===== config.mk =====
export PLATFORM = sky130hd
export DESIGN_NAME = btn_debounce_n_flat
export DESIGN_NICKNAME = d
export VERILOG_FILES = /design/src/rtl/btn_debounce_n_if.sv /design/src/rtl/btn_debounce_n.sv /design/src/flat_wrapper.sv
export SDC_FILE = /design/constraint.sdc
export NUM_CORES = 1
export LEC_CHECK = 0
export ABC_CLOCK_PERIOD_IN_PS = 3100
export CORE_MARGIN = 2
export CORE_UTILIZATION = 60
export DETAILED_ROUTE_END_ITERATION = 7
export PLACE_DENSITY = 0.79
export RECOVER_POWER = 25
export SETUP_SLACK_MARGIN = 0.05
export SLEW_MARGIN = 20
export SYNTH_ARGS = -nofsm -noshare
export SYNTH_HDL_FRONTEND = slang
export SYNTH_SLANG_ARGS = --single-unit

===== constraint.sdc =====
create_clock -name i_Clk -period 3.1 [get_ports i_Clk]
set_input_delay 0.465 -clock i_Clk [delete_from_list [all_inputs] [get_ports i_Clk]]
set_output_delay 0.465 -clock i_Clk [all_outputs]
set_load 0.01 [all_outputs]

===== src/rtl/btn_debounce_n_if.sv =====
// Button conditioner bundle: raw active-low pins in, debounced levels and
// one-cycle press/release pulses out, plus per-channel FSM state for debug.
interface btn_debounce_n_if #(
    parameter int N_BTN = 3
);
    logic [N_BTN-1:0]   i_Btn;
    logic [N_BTN-1:0]   o_Btn;
    logic [N_BTN-1:0]   o_fPress;
    logic [N_BTN-1:0]   o_fRelease;
    logic [2*N_BTN-1:0] dbg_state;

    modport master (
        output i_Btn,
        input  o_Btn,
        input  o_fPress,
        input  o_fRelease,
        input  dbg_state
    );

    modport slave (
        input  i_Btn,
        output o_Btn,
        output o_fPress,
        output o_fRelease,
        output dbg_state
    );
endinterface


===== src/rtl/btn_debounce_n.sv =====
// N-channel push-button conditioner: 2-flop synchroniser plus a 4-state
// debounce FSM per channel, producing registered levels and edge pulses.
module btn_debounce_n #(
    parameter int N_BTN       = 3,
    parameter int CLK_HZ      = 100_000_000,
    parameter int DEBOUNCE_MS = 10
) (
    input logic              i_Clk,
    input logic              i_Rst,
    btn_debounce_n_if.slave  bus
);
    localparam int DB_CYC  = CLK_HZ / 1000 * DEBOUNCE_MS;
    localparam int LST_CNT = DB_CYC - 1;
    localparam int CW      = $clog2(DB_CYC);

    typedef enum logic [1:0] {
        RELEASED    = 2'd0,
        PRESS_CHK   = 2'd1,
        PRESSED     = 2'd2,
        RELEASE_CHK = 2'd3
    } state_t;

    localparam logic [CW-1:0] LST = CW'(LST_CNT);

    logic [N_BTN-1:0] sync1_q, sync1_d;
    logic [N_BTN-1:0] sync2_q, sync2_d;
    logic [N_BTN-1:0] s_btn;
    state_t           state_q [N_BTN];
    state_t           state_d [N_BTN];
    logic [CW-1:0]    cnt_q   [N_BTN];
    logic [CW-1:0]    cnt_d   [N_BTN];
    logic [N_BTN-1:0] btn_q, btn_d;
    logic [N_BTN-1:0] press_q, press_d;
    logic [N_BTN-1:0] release_q, release_d;

    // Synchroniser flops reset to 1 so a released (high) pin shows no edge.
    always_comb begin
        sync1_d = bus.i_Btn;
        sync2_d = sync1_q;
    end

    assign s_btn = sync2_q;

    // State register (also holds synchroniser, counters and output flops).
    always_ff @(posedge i_Clk or posedge i_Rst) begin
        if (i_Rst) begin
            sync1_q   <= '1;
            sync2_q   <= '1;
            btn_q     <= '1;
            press_q   <= '0;
            release_q <= '0;
            for (int i = 0; i < N_BTN; i++) begin
                state_q[i] <= RELEASED;
                cnt_q[i]   <= '0;
            end
        end else begin
            sync1_q   <= sync1_d;
            sync2_q   <= sync2_d;
            btn_q     <= btn_d;
            press_q   <= press_d;
            release_q <= release_d;
            for (int i = 0; i < N_BTN; i++) begin
                state_q[i] <= state_d[i];
                cnt_q[i]   <= cnt_d[i];
            end
        end
    end

    // Next-state and counter logic; the counter is only meaningful in CHK states.
    always_comb begin
        for (int i = 0; i < N_BTN; i++) begin
            state_d[i] = state_q[i];
            cnt_d[i]   = cnt_q[i];
            case (state_q[i])
                RELEASED: begin
                    if (!s_btn[i]) begin
                        state_d[i] = PRESS_CHK;
                        cnt_d[i]   = '0;
                    end
                end
                PRESS_CHK: begin
                    if (s_btn[i]) begin
                        state_d[i] = RELEASED;
                        cnt_d[i]   = '0;
                    end else if (cnt_q[i] == LST) begin
                        state_d[i] = PRESSED;
                    end else begin
                        cnt_d[i] = cnt_q[i] + CW'(1);
                    end
                end
                PRESSED: begin
                    if (s_btn[i]) begin
                        state_d[i] = RELEASE_CHK;
                        cnt_d[i]   = '0;
                    end
                end
                RELEASE_CHK: begin
                    if (!s_btn[i]) begin
                        state_d[i] = PRESSED;
                        cnt_d[i]   = '0;
                    end else if (cnt_q[i] == LST) begin
                        state_d[i] = RELEASED;
                    end else begin
                        cnt_d[i] = cnt_q[i] + CW'(1);
                    end
                end
                default: begin
                    state_d[i] = RELEASED;
                    cnt_d[i]   = '0;
                end
            endcase
        end
    end

    // Output logic: level and pulse flops update on the edge that confirms.
    always_comb begin
        btn_d     = btn_q;
        press_d   = '0;
        release_d = '0;
        for (int i = 0; i < N_BTN; i++) begin
            case (state_q[i])
                PRESS_CHK: begin
                    if (!s_btn[i] && cnt_q[i] == LST) begin
                        btn_d[i]   = 1'b0;
                        press_d[i] = 1'b1;
                    end
                end
                RELEASE_CHK: begin
                    if (s_btn[i] && cnt_q[i] == LST) begin
                        btn_d[i]     = 1'b1;
                        release_d[i] = 1'b1;
                    end
                end
                default: ;
            endcase
        end
    end

    always_comb begin
        bus.dbg_state = '0;
        for (int i = 0; i < N_BTN; i++) begin
            bus.dbg_state[2*i +: 2] = state_q[i];
        end
    end

    assign bus.o_Btn      = btn_q;
    assign bus.o_fPress   = press_q;
    assign bus.o_fRelease = release_q;
endmodule

===== src/flat_wrapper.sv =====
// flat-port wrapper written by rule: the top's interface ports become plain ports
module btn_debounce_n_flat 
#(
    parameter int N_BTN       = 3,
    parameter int CLK_HZ      = 100_000_000,
    parameter int DEBOUNCE_MS = 10
)
  (i_Clk, i_Rst, bus_i_Btn, bus_o_Btn, bus_o_fPress, bus_o_fRelease, bus_dbg_state);
  btn_debounce_n_if #(.N_BTN(N_BTN)) bus_i ();
  input logic i_Clk;
  input logic i_Rst;
  input wire logic [$bits(bus_i.i_Btn)-1:0] bus_i_Btn;
  output wire logic [$bits(bus_i.o_Btn)-1:0] bus_o_Btn;
  output wire logic [$bits(bus_i.o_fPress)-1:0] bus_o_fPress;
  output wire logic [$bits(bus_i.o_fRelease)-1:0] bus_o_fRelease;
  output wire logic [$bits(bus_i.dbg_state)-1:0] bus_dbg_state;
  assign bus_i.i_Btn = bus_i_Btn;
  assign bus_o_Btn = bus_i.o_Btn;
  assign bus_o_fPress = bus_i.o_fPress;
  assign bus_o_fRelease = bus_i.o_fRelease;
  assign bus_dbg_state = bus_i.dbg_state;
  btn_debounce_n #(.N_BTN(N_BTN), .CLK_HZ(CLK_HZ), .DEBOUNCE_MS(DEBOUNCE_MS)) u_core (.i_Clk(i_Clk), .i_Rst(i_Rst), .bus(bus_i));
endmodule

==> impl_metrics.toml, run 1 <==
[critical_path]
setup.worst_path.start_class = "register"
critical_path_class = "reg -> out"
cp_cell_sequence = "clkdlybuf4s50_1"
critPathCaptureType = "output pin"
timing.critical_path.slowest_stage_cell = "sky130_fd_sc_hd__dfrtp_1"
worst_endpoint_required_time_ns = 2.63
max_stage_delay_ns = 0.81
cp.buffers_inverters = 1
crit_path_max_delay_family = "flip-flops"
worst-r2r-setup-slack_ns = 0.84
crit_path_max_fanout = 22
worst-endpoint-arrival_ns = 1.82

[place]
gp_congestion = 0.8325
dpl_worst_slack_ns = 0.8866
placed_cells = 528
port_buffers = 19
hpwl_mm = 5.579

[logic_synthesis]
netlist_area_um2 = 4140
synthMostInstantiatedCell = "sky130_fd_sc_hd__dfrtp_1"
synth_simple_gate_area_share_pct = 22.94
synth-async-reset-ratio_pct = 100.0
synth_area_per_cell_um2 = 9.453
syn-num-nets = 446
sequential_area_share_after_synthesis_pct = 49.23
yosysWarnings = 0
largest_family_of_logic_cells_by_synthesized_area = "simple AND/OR/NAND/NOR gates"
yosys_most_used_dff = "sky130_fd_sc_hd__dfrtp_1"
synth_compound_area_share_pct = 14.66
yosys_register_bits = 81
synth_top_area_share_pct = 43.52
yosys_top_cell_by_area = "sky130_fd_sc_hd__dfrtp_1"
synthMuxAreaShare_pct = 0.9671
synthAdderAreaFrac_pct = 0.9066
yosys.cell_types.count = 44
synth-edff-count = 0
yosys.area_share.xor_xnor_pct = 9.308
synthTopCellsByCount = "sky130_fd_sc_hd__dfrtp_1 (72), sky130_fd_sc_hd__nand2_1 (51), sky130_fd_sc_hd__nor2_1 (36)"
synthesized_instance_count = 438
netlist_top_cells_area = "sky130_fd_sc_hd__dfrtp_1 (44%), sky130_fd_sc_hd__xor2_1 (5.9%), sky130_fd_sc_hd__dfstp_2 (5.7%)"

[final_layout]
finish.net_count = 467
stdcell_count = 544
area_used_by_multi_input_combinational_logic_um2 = 2019
drive_above_1_share_pct = 8.621
layout.filler_cells = 503
final-seq-area_um2 = 2038
syn2layout_area_growth_pct = 12.33
insertedDiodeCount = 0

[global_route]
largest_net_degree_at_the_start_of_global_routing = 44
antenna_found_initial = 0
grtUsageTotal_pct = 24.63
grt-ovfl-total = 0
grt_pass1_wl_mm = 14.83
grt_pass1_vias = 3190

[sta]
hold_slack_ns = 0.3589
finalCriticalPeriod_ns = 2.283
report.final.setup_viol = 0
timing.final.max_slew_violations = 39
relative_max_transition_margin_pct = -18.43
min_period_over_period_pct = 73.63
fin_worst_skew_ns = 0.009015
final.setup.worst_slack_ns = 0.8175
worst_pin_slew_ns = 1.767
max_freq_ghz = 0.4381
rsz0062_at_grt = "false"
tns_ns = 0
hold_viol_final = 0

[hold_path]
timing.hold.worst.class = "reg -> reg"

[status]
run_status = "finished with violations"
violations = "capacitance limit, slew limit"

[flow_run]
cap_violations = 1

[clock_tree]
cts_tree = "built"
clk-insertion-delay-late_ns = 0.35
buffer_type_at_the_clock_tree_root = "sky130_fd_sc_hd__clkbuf_8"
cts_inserted_buffers = 9
tritoncts_num_sinks = 81
cts.reportedPaths.clkPinSlew_ns = 0.09
number_of_buffers_added_for_setup_after_cts = 0
clock_path_buffers = 2
cts_htree_levels = 3
count_of_hold_buffers_inserted_by_post_cts_repair = 0
cts_resized = 0

[power_and_ir_drop]
power_leakage_nw = 1.896
power.density_nw_per_um2 = 452.8
vdd_drop_max_mv = 0.2437

[die]
io_pins = 20
core.rowCount = 30
placeable_core_region_um2 = 6719
starting_density_of_the_core_pct = 61.62
dieArea_um2 = 7581
die-height_um = 87.07
die_width_um = 87.07

[detailed_routing]
routedWlPerCell_um = 15.65
route.top_layer_used = "met4"
wirelength_met1_mm = 4.020
via_to_cell_ratio = 6.092
postRouteAntennaNets = 0
routed-via-count = 3314
route.met3.wl_um = 302
detail_route.drc_violations = 0
first_iter_violations = 330
routed-wl-met2_mm = 4.050
detail_route.wirelength_mm = 8.512
firstDrtPassIters = 5
==> sequential cells by signal, summed over array words and instances (netlist names), named ones only <==
| name | count |
|---|---|
| u_core.bus.dbg_state | 3 |
| u_core.bus.o_Btn | 3 |
| u_core.bus.o_fPress | 3 |
| u_core.bus.o_fRelease | 3 |
| u_core.cnt_q | 60 |
| u_core.s_btn | 3 |
| u_core.sync1_q | 3 |
==> cells by family after synthesis <==
family                   count (synthesis)
XOR/XNOR                                44
AO/OA/AOI/OAI                           98
buffers and inverters                   21
multiplexers                             4
flip-flops                              81
adder cells (fa/ha/maj)                  3
AND/OR/NAND/NOR                        187
==> area by class of cell <==
| cell class | instances | area share [%] |
|---|---|---|
| clock inverter | 6 | 1.964 |
| multi-input combinational | 336 | 43.42 |
| clock buffer | 10 | 2.959 |
| timing repair buffer | 23 | 5.004 |
| tap | 80 | 2.152 |
| inverter | 8 | 0.6726 |
| sequential | 81 | 43.83 |
==> cell usage in the layout (no fill, tap or decap), types with 4 or more instances in the layout <==
master                            instances
sky130_fd_sc_hd__dfrtp_1                 72
sky130_fd_sc_hd__a21oi_1                 14
sky130_fd_sc_hd__xnor2_1                 16
sky130_fd_sc_hd__a31oi_1                  6
sky130_fd_sc_hd__and3_1                  11
sky130_fd_sc_hd__inv_1                    7
sky130_fd_sc_hd__a22o_1                   4
sky130_fd_sc_hd__xor2_1                  28
sky130_fd_sc_hd__dfstp_2                  9
sky130_fd_sc_hd__a21o_1                   4
sky130_fd_sc_hd__o21a_1                   4
sky130_fd_sc_hd__o21ai_0                 29
sky130_fd_sc_hd__mux2i_1                  4
sky130_fd_sc_hd__nand3_1                 29
sky130_fd_sc_hd__or2_2                    4
sky130_fd_sc_hd__nand4_1                 17
sky130_fd_sc_hd__o22ai_1                 20
sky130_fd_sc_hd__clkbuf_8                10
sky130_fd_sc_hd__clkdlybuf4s50_1         15
sky130_fd_sc_hd__nor4_1                   6
sky130_fd_sc_hd__nand2_1                 51
sky130_fd_sc_hd__and4_1                   6
sky130_fd_sc_hd__nor2_1                  36
sky130_fd_sc_hd__nor3_1                  14
sky130_fd_sc_hd__dlygate4sd3_1            4
==> power breakdown <==
group / switching, mW / total (mW) / internal, mW / leakage [nW]
Sequential: 0.0336 / 1.11 / 1.08 / 1.09
Combinational: 0.0716 / 0.113 / 0.0409 / 0.704
Clock: 0.404 / 0.881 / 0.477 / 0.105
Total: 0.509 / 2.11 / 1.60 / 1.90
==> stage by stage <==
stage | total power [mW] | instance area, um2 | util [%]
after detailed placement | 1.247 | 4422 | 65.81
after global routing | 2.177 | 4651 | 69.22
after floorplan | 1.205 | 4140 | -
final | 2.106 | 4651 | 69.22
after global placement | 1.242 | 4422 | 65.81
after CTS | 2.114 | 4651 | 69.22
==> worst paths after layout <==
check	end	cells past startpoint	startpoint
max in group asynchronous	u_core.s_btn[0]	3	i_Rst
min	u_core.s_btn[1]	0	u_core.sync1_q[1]
min reg2reg	u_core.s_btn[1]	0	u_core.sync1_q[1]
max	bus_dbg_state[0]	1	u_core.bus.dbg_state[0]
max reg2reg	u_core.cnt_q[35]	5	u_core.cnt_q[27]
min in group asynchronous	u_core.cnt_q[24]	2	i_Rst
==> routing by layer <==
metal,GRT usage [%],vias up
li1,-,1627
met1,34.80,1592
met2,38.72,79
met3,3.223,16
met4,9.801,0
met5,0,-
No activity file was read; power rests on OpenSTA's default activity.
==> inputs of run 2 (changes only) <==
Settings changed: ABC_CLOCK_PERIOD_IN_PS 3100 to 2000, CORE_UTILIZATION 60 to 54, PLACE_DENSITY 0.79 to 0.75.
Clock period 3.1 ns to 2 ns, I/O delays scaled along.
==> run 2 against run 1 <==
Net effect: the run now ends clean; non-clock buffer count grew 32; final cell count grew 9.4%; clock skew grew 0.0052 ns; first-iteration DRC count shrank 55%; routed wire length grew 5.3%; global-route usage shrank 1.6 points; highest routed layer unchanged.
==> impl_metrics.toml, run 2 (same netlist as run 1, synthesis figures left out) <==
[clock_tree]
cts_htree_levels = 3
clk-insertion-delay-late_ns = 0.36
cts_tree = "built"
tritoncts_num_sinks = 81
buffer_type_at_the_clock_tree_root = "sky130_fd_sc_hd__clkbuf_8"
count_of_hold_buffers_inserted_by_post_cts_repair = 0
cts.reportedPaths.clkPinSlew_ns = 0.08
cts_inserted_buffers = 9
clock_path_buffers = 2

[critical_path]
critPathCaptureType = "register"
setup.worst_path.start_class = "register"
timing.critical_path.slowest_stage_cell = "sky130_fd_sc_hd__or4b_4"
cp_cell_sequence = "or4b_4, nor4_4, buf_6, buf_4, nor3_1, xnor2_1, nor2_1"
worst-endpoint-arrival_ns = 2.17
worst_endpoint_required_time_ns = 2.24
crit_path_max_fanout = 8
max_stage_delay_ns = 0.55
critical_path_class = "reg -> reg"

[place]
gp_congestion = 0.8921
hpwl_mm = 6.136
placed_cells = 574
port_buffers = 19

[power_and_ir_drop]
power_switching_share_pct = 25.18
intPower_mw = 2.345
power.density_nw_per_um2 = 638.3
fraction_of_power_consumed_by_the_clock_network_pct = 38.1
switchingPower_mw = 0.7890
power_frac_comb_pct = 7.3
part_of_the_power_in_registers_pct = 54.6
power_leakage_nw = 2.069
vdd_drop_max_mv = 0.3903

[final_layout]
insertedDiodeCount = 0
layout_commonest_cell = "sky130_fd_sc_hd__dfrtp_1"
largest_register_ff_count = 60
stdcell_count = 595
largest_register = "u_core.cnt_q"
finalCoreUtilization_pct = 66.97
drive_above_1_share_pct = 15.73
finish.net_count = 499
layout.cells.most_common_list = "sky130_fd_sc_hd__dfrtp_1 (72), sky130_fd_sc_hd__nand2_1 (51), sky130_fd_sc_hd__nor2_1 (34), sky130_fd_sc_hd__buf_4 (34)"
syn2layout_area_growth_pct = 18.59

[sta]
rsz0062_at_grt = "true"
hold_viol_final = 0
relative_max_transition_margin_pct = 44.47
tns_ns = 0
finalCriticalPeriod_ns = 1.928
fin_worst_skew_ns = 0.01422
worst_pin_slew_ns = 0.8284
report.final.setup_viol = 0
min_period_over_period_pct = 96.38
timing.final.max_slew_violations = 0
max_freq_ghz = 0.5188

[detailed_routing]
routed-via-count = 3439
detail_route.drc_violations = 0
route.top_layer_used = "met4"
routedWlPerCell_um = 15.06
route.met3.wl_um = 329
first_iter_violations = 147
via_to_cell_ratio = 5.780
detail_route.wirelength_mm = 8.961
wirelength_met1_mm = 4.303
postRouteAntennaNets = 0
firstDrtPassIters = 4
routed-wl-met2_mm = 4.218

[die]
die-height_um = 91.56
core.rowCount = 31
io_pins = 20
placeable_core_region_um2 = 7331
starting_density_of_the_core_pct = 56.48
dieArea_um2 = 8383
die_width_um = 91.56

[global_route]
grt_pass1_vias = 3408
grt-ovfl-total = 0
largest_net_degree_at_the_start_of_global_routing = 34
antenna_found_initial = 0
grt_pass1_wl_mm = 15.66
grtUsageTotal_pct = 22.99

[flow_run]
cap_violations = 0

[hold_path]
timing.hold.worst.class = "reg -> reg"

[status]
run_status = "completed"
[run 2: cell types whose count changed in the layout (fill, tap and decap cells not counted), sizes merged]
cell / before / now
bufinv: 2 / 1
buf: 4 / 36
clkinv: 1 / 4
inv: 7 / 8
clkbuf: 10 / 9
clkinvlp: 4 / 2
[run 2: final timing paths]
kind,depth (start not counted),start,slack (ns),to
min in group asynchronous,2,i_Rst,0.50,u_core.cnt_q[51]
worst min-delay path,0,u_core.sync1_q[2],0.35,u_core.s_btn[2]
worst max register to register,7,u_core.cnt_q[35],0.07,u_core.cnt_q[30]
worst max-delay path,7,u_core.cnt_q[35],0.07,u_core.cnt_q[30]
worst min register to register,0,u_core.sync1_q[2],0.35,u_core.s_btn[2]
max in group asynchronous,3,i_Rst,0.76,u_core.sync1_q[2]
[run 2: what timing repair did]
item	CTS	global route
setup endpoints to repair	4	21
pin swaps	1	3
resized for setup	0	10
buffers inserted	1	4
[run 2: through the flow]
step / hold slack, ns / total power, mW / instance area (um2) / setup WS [ns]
2_1_floorplan: 0.3045 / 1.868 / 4148 / 0.0002085
3_3_place_gp: 0.3464 / 1.947 / 4651 / 0.1029
3_5_place_dp: 0.3491 / 1.955 / 4651 / 0.06798
4_1_cts: 0.2839 / 3.141 / 4852 / 0.05137
5_1_grt: 0.3600 / 3.262 / 4910 / 0.001055
6_report: 0.3502 / 3.134 / 4910 / 0.07243
[run 2: cell type report]
class	instances	area [um2]
Clock buffer	9	123.9
Timing Repair Buffer	55	476.7
Clock inverter	7	70.07
Fill cell	570	2421
Tap cell	99	123.9
Multi-Input combinational cell	336	2046
Inverter	8	31.28
Sequential cell	81	2038
[run 2: layer usage]
metal / global-route usage (%) / vias up
li1: - / 1698
met1: 30.79 / 1664
met2: 37.62 / 63
met3: 3.485 / 14
met4: 8.965 / 0
met5: 0 / -
[run 2: power by group through the flow]
stage	registers [mW]	clock network [mW]	logic, mW
2_1_floorplan	1.74	0	0.132
3_3_place_gp	1.74	0	0.205
3_5_place_dp	1.75	0	0.209
4_1_cts	1.71	1.22	0.209
5_1_grt	1.72	1.28	0.263
6_report	1.71	1.19	0.230
[run 2: worst max-delay path: cells and delay by family, from the launching register on]
family	cells	cell delay (ns)
AND/OR/NAND/NOR	4	0.96
flip-flops	1	0.39
buffers and inverters	2	0.29
XOR/XNOR	1	0.17
==> inputs of run 3 (changes only) <==
Settings changed: CAP_MARGIN set to 0, PLACE_DENSITY 0.75 to 0.83.
==> run 3 against run 2 <==
Net effect: the flow now finishes with violations (setup timing); routed wire length rose by 4.1%; combinational power decreased by 13%; global-route usage rose by 0.84 points; setup slack worse by 0.076 ns; total power down 1.7%; sequential share of layout area shrank 0.22 points; via count up 2.6%; first-iteration DRC count rose by 100%; largest power group unchanged; highest routed layer unchanged.
==> impl_metrics.toml, run 3 (same netlist as run 1, synthesis figures left out) <==
[die]
core.rowCount = 31
starting_density_of_the_core_pct = 56.48
dieArea_um2 = 8383
die_width_um = 91.56
io_pins = 20
die-height_um = 91.56
placeable_core_region_um2 = 7331

[critical_path]
crit_path_max_fanout = 8
worst_endpoint_required_time_ns = 2.23
cp.buffers_inverters = 0
critical_path_class = "reg -> reg"
setup.worst_path.start_class = "register"
worst-r2r-setup-slack_ns = -0.003
timing.critical_path.slowest_stage_cell = "sky130_fd_sc_hd__or4_4"
crit_path_max_delay_family = "simple AND/OR/NAND/NOR gates"
critPathCaptureType = "register"
max_stage_delay_ns = 0.55
r2r-start = "u_core.cnt_q[33]"
cp_cell_sequence = "or4_4, nor4_4, and2_4, nor3_2, o22a_1"
worst-endpoint-arrival_ns = 2.24
critPathLaunch = "u_core.cnt_q[33]"

[place]
dpl_worst_slack_ns = -0.05319
hpwl_mm = 6.192
port_buffers = 19
gp_congestion = 0.9154

[clock_tree]
cts_inserted_buffers = 9
cts_tree = "built"
buffer_type_at_the_clock_tree_root = "sky130_fd_sc_hd__clkbuf_8"
cts.reportedPaths.clkPinSlew_ns = 0.08
tritoncts_num_sinks = 81
clock_path_buffers = 2
cts_htree_levels = 3
clk-insertion-delay-late_ns = 0.35

[power_and_ir_drop]
power_leakage_nw = 2.064
total_power_mw = 3.080
power.density_nw_per_um2 = 623.6
vdd_drop_max_mv = 0.4261

[final_layout]
finish.net_count = 499
largest_register_ff_count = 60
insertedDiodeCount = 0
syn2layout_area_growth_pct = 19.28
largest_register = "u_core.cnt_q"
layout.cells.most_common_list = "sky130_fd_sc_hd__dfrtp_1 (71), sky130_fd_sc_hd__nand2_1 (51), sky130_fd_sc_hd__nor2_1 (34), sky130_fd_sc_hd__buf_4 (34)"
drive_above_1_share_pct = 17.14
layout_commonest_cell = "sky130_fd_sc_hd__dfrtp_1"

[sta]
tns_ns = -0.003204
report.final.setup_viol = 1
finalCriticalPeriod_ns = 2.003
hold_slack_ns = 0.3598
worst_pin_slew_ns = 1.078
fin_worst_skew_ns = 0.01221
rsz0062_at_grt = "true"
timing.final.max_slew_violations = 0
final.setup.worst_slack_ns = -0.003204
max_freq_ghz = 0.4992
hold_viol_final = 0
relative_max_transition_margin_pct = 28.13
min_period_over_period_pct = 100.2

[detailed_routing]
routed-via-count = 3528
first_iter_violations = 295
firstDrtPassIters = 5
postRouteAntennaNets = 0
via_to_cell_ratio = 5.929
detail_route.wirelength_mm = 9.329
detail_route.drc_violations = 0
routedWlPerCell_um = 15.68

[global_route]
grt-ovfl-total = 0
grt_pass1_wl_mm = 16.08
grtUsageTotal_pct = 23.83
antenna_found_initial = 0
grt_pass1_vias = 3426
largest_net_degree_at_the_start_of_global_routing = 82

[flow_run]
cap_violations = 0

[hold_path]
timing.hold.worst.class = "reg -> reg"
worst_hold_startpoint = "u_core.sync1_q[0]"

[status]
violations = "setup timing"
run_status = "finished with violations"
## run 3: cell types whose count changed in the layout (fill, tap and decap cells not counted), sizes merged
cell | previous run | this run
clkbuf | 9 | 12
clkinv | 4 | 1
clkinvlp | 2 | 4
buf | 36 | 35
inv | 8 | 7
## run 3: metrics by stage
stage / instance area (um2) / std cells / util (%)
finish: 4938 / 595 / 67.37
floorplan: 4148 / 438 / -
CTS: 4873 / 593 / 66.48
global placement: 4658 / 575 / 63.54
detailed placement: 4658 / 575 / 63.54
global route: 4938 / 595 / 67.37
## run 3: path summary, 6_finish.rpt
kind                                       endpoint  cells past startpoint
max                                u_core.cnt_q[35]                      5
min                                 u_core.s_btn[0]                      0
max reg2reg                        u_core.cnt_q[35]                      5
min reg2reg                         u_core.s_btn[0]                      0
max in group asynchronous   u_core.bus.dbg_state[2]                      3
min in group asynchronous  u_core.bus.o_fRelease[2]                      3
## run 3: power by group
part | switching, mW | internal, mW
Combinational | 0.125 | 0.0755
Sequential | 0.0473 | 1.67
Clock | 0.583 | 0.575
Total | 0.755 | 2.32
## run 3: layout make-up
| type | instances | area (um2) |
|---|---|---|
| clock buffers | 11 | 131.4 |
| flip-flops and latches | 81 | 2039 |
| repair buffers | 55 | 464.2 |
| fillers | 541 | 2392 |
| multi-input cells | 336 | 2088 |
| clock inverters | 5 | 57.56 |
| inverters | 8 | 33.78 |
| well taps | 99 | 123.9 |
## run 3: routing by layer
layer | track usage (%) | wire (um) | up-vias
met1 | 30.85 | 4083 | 1684
met4 | 7.323 | 233 | 0
met5 | 0 | 0 | -
met2 | 38.85 | 4493 | 128
met3 | 6.805 | 518 | 23
li1 | - | - | 1693
## run 3: timing repair
item,CTS,global route
endpoints found under the hold margin,0,0
gates resized for setup,5,20
endpoints found under the setup margin,12,33
setup buffers,2,3
pin swaps,1,14
hold buffers,0,0
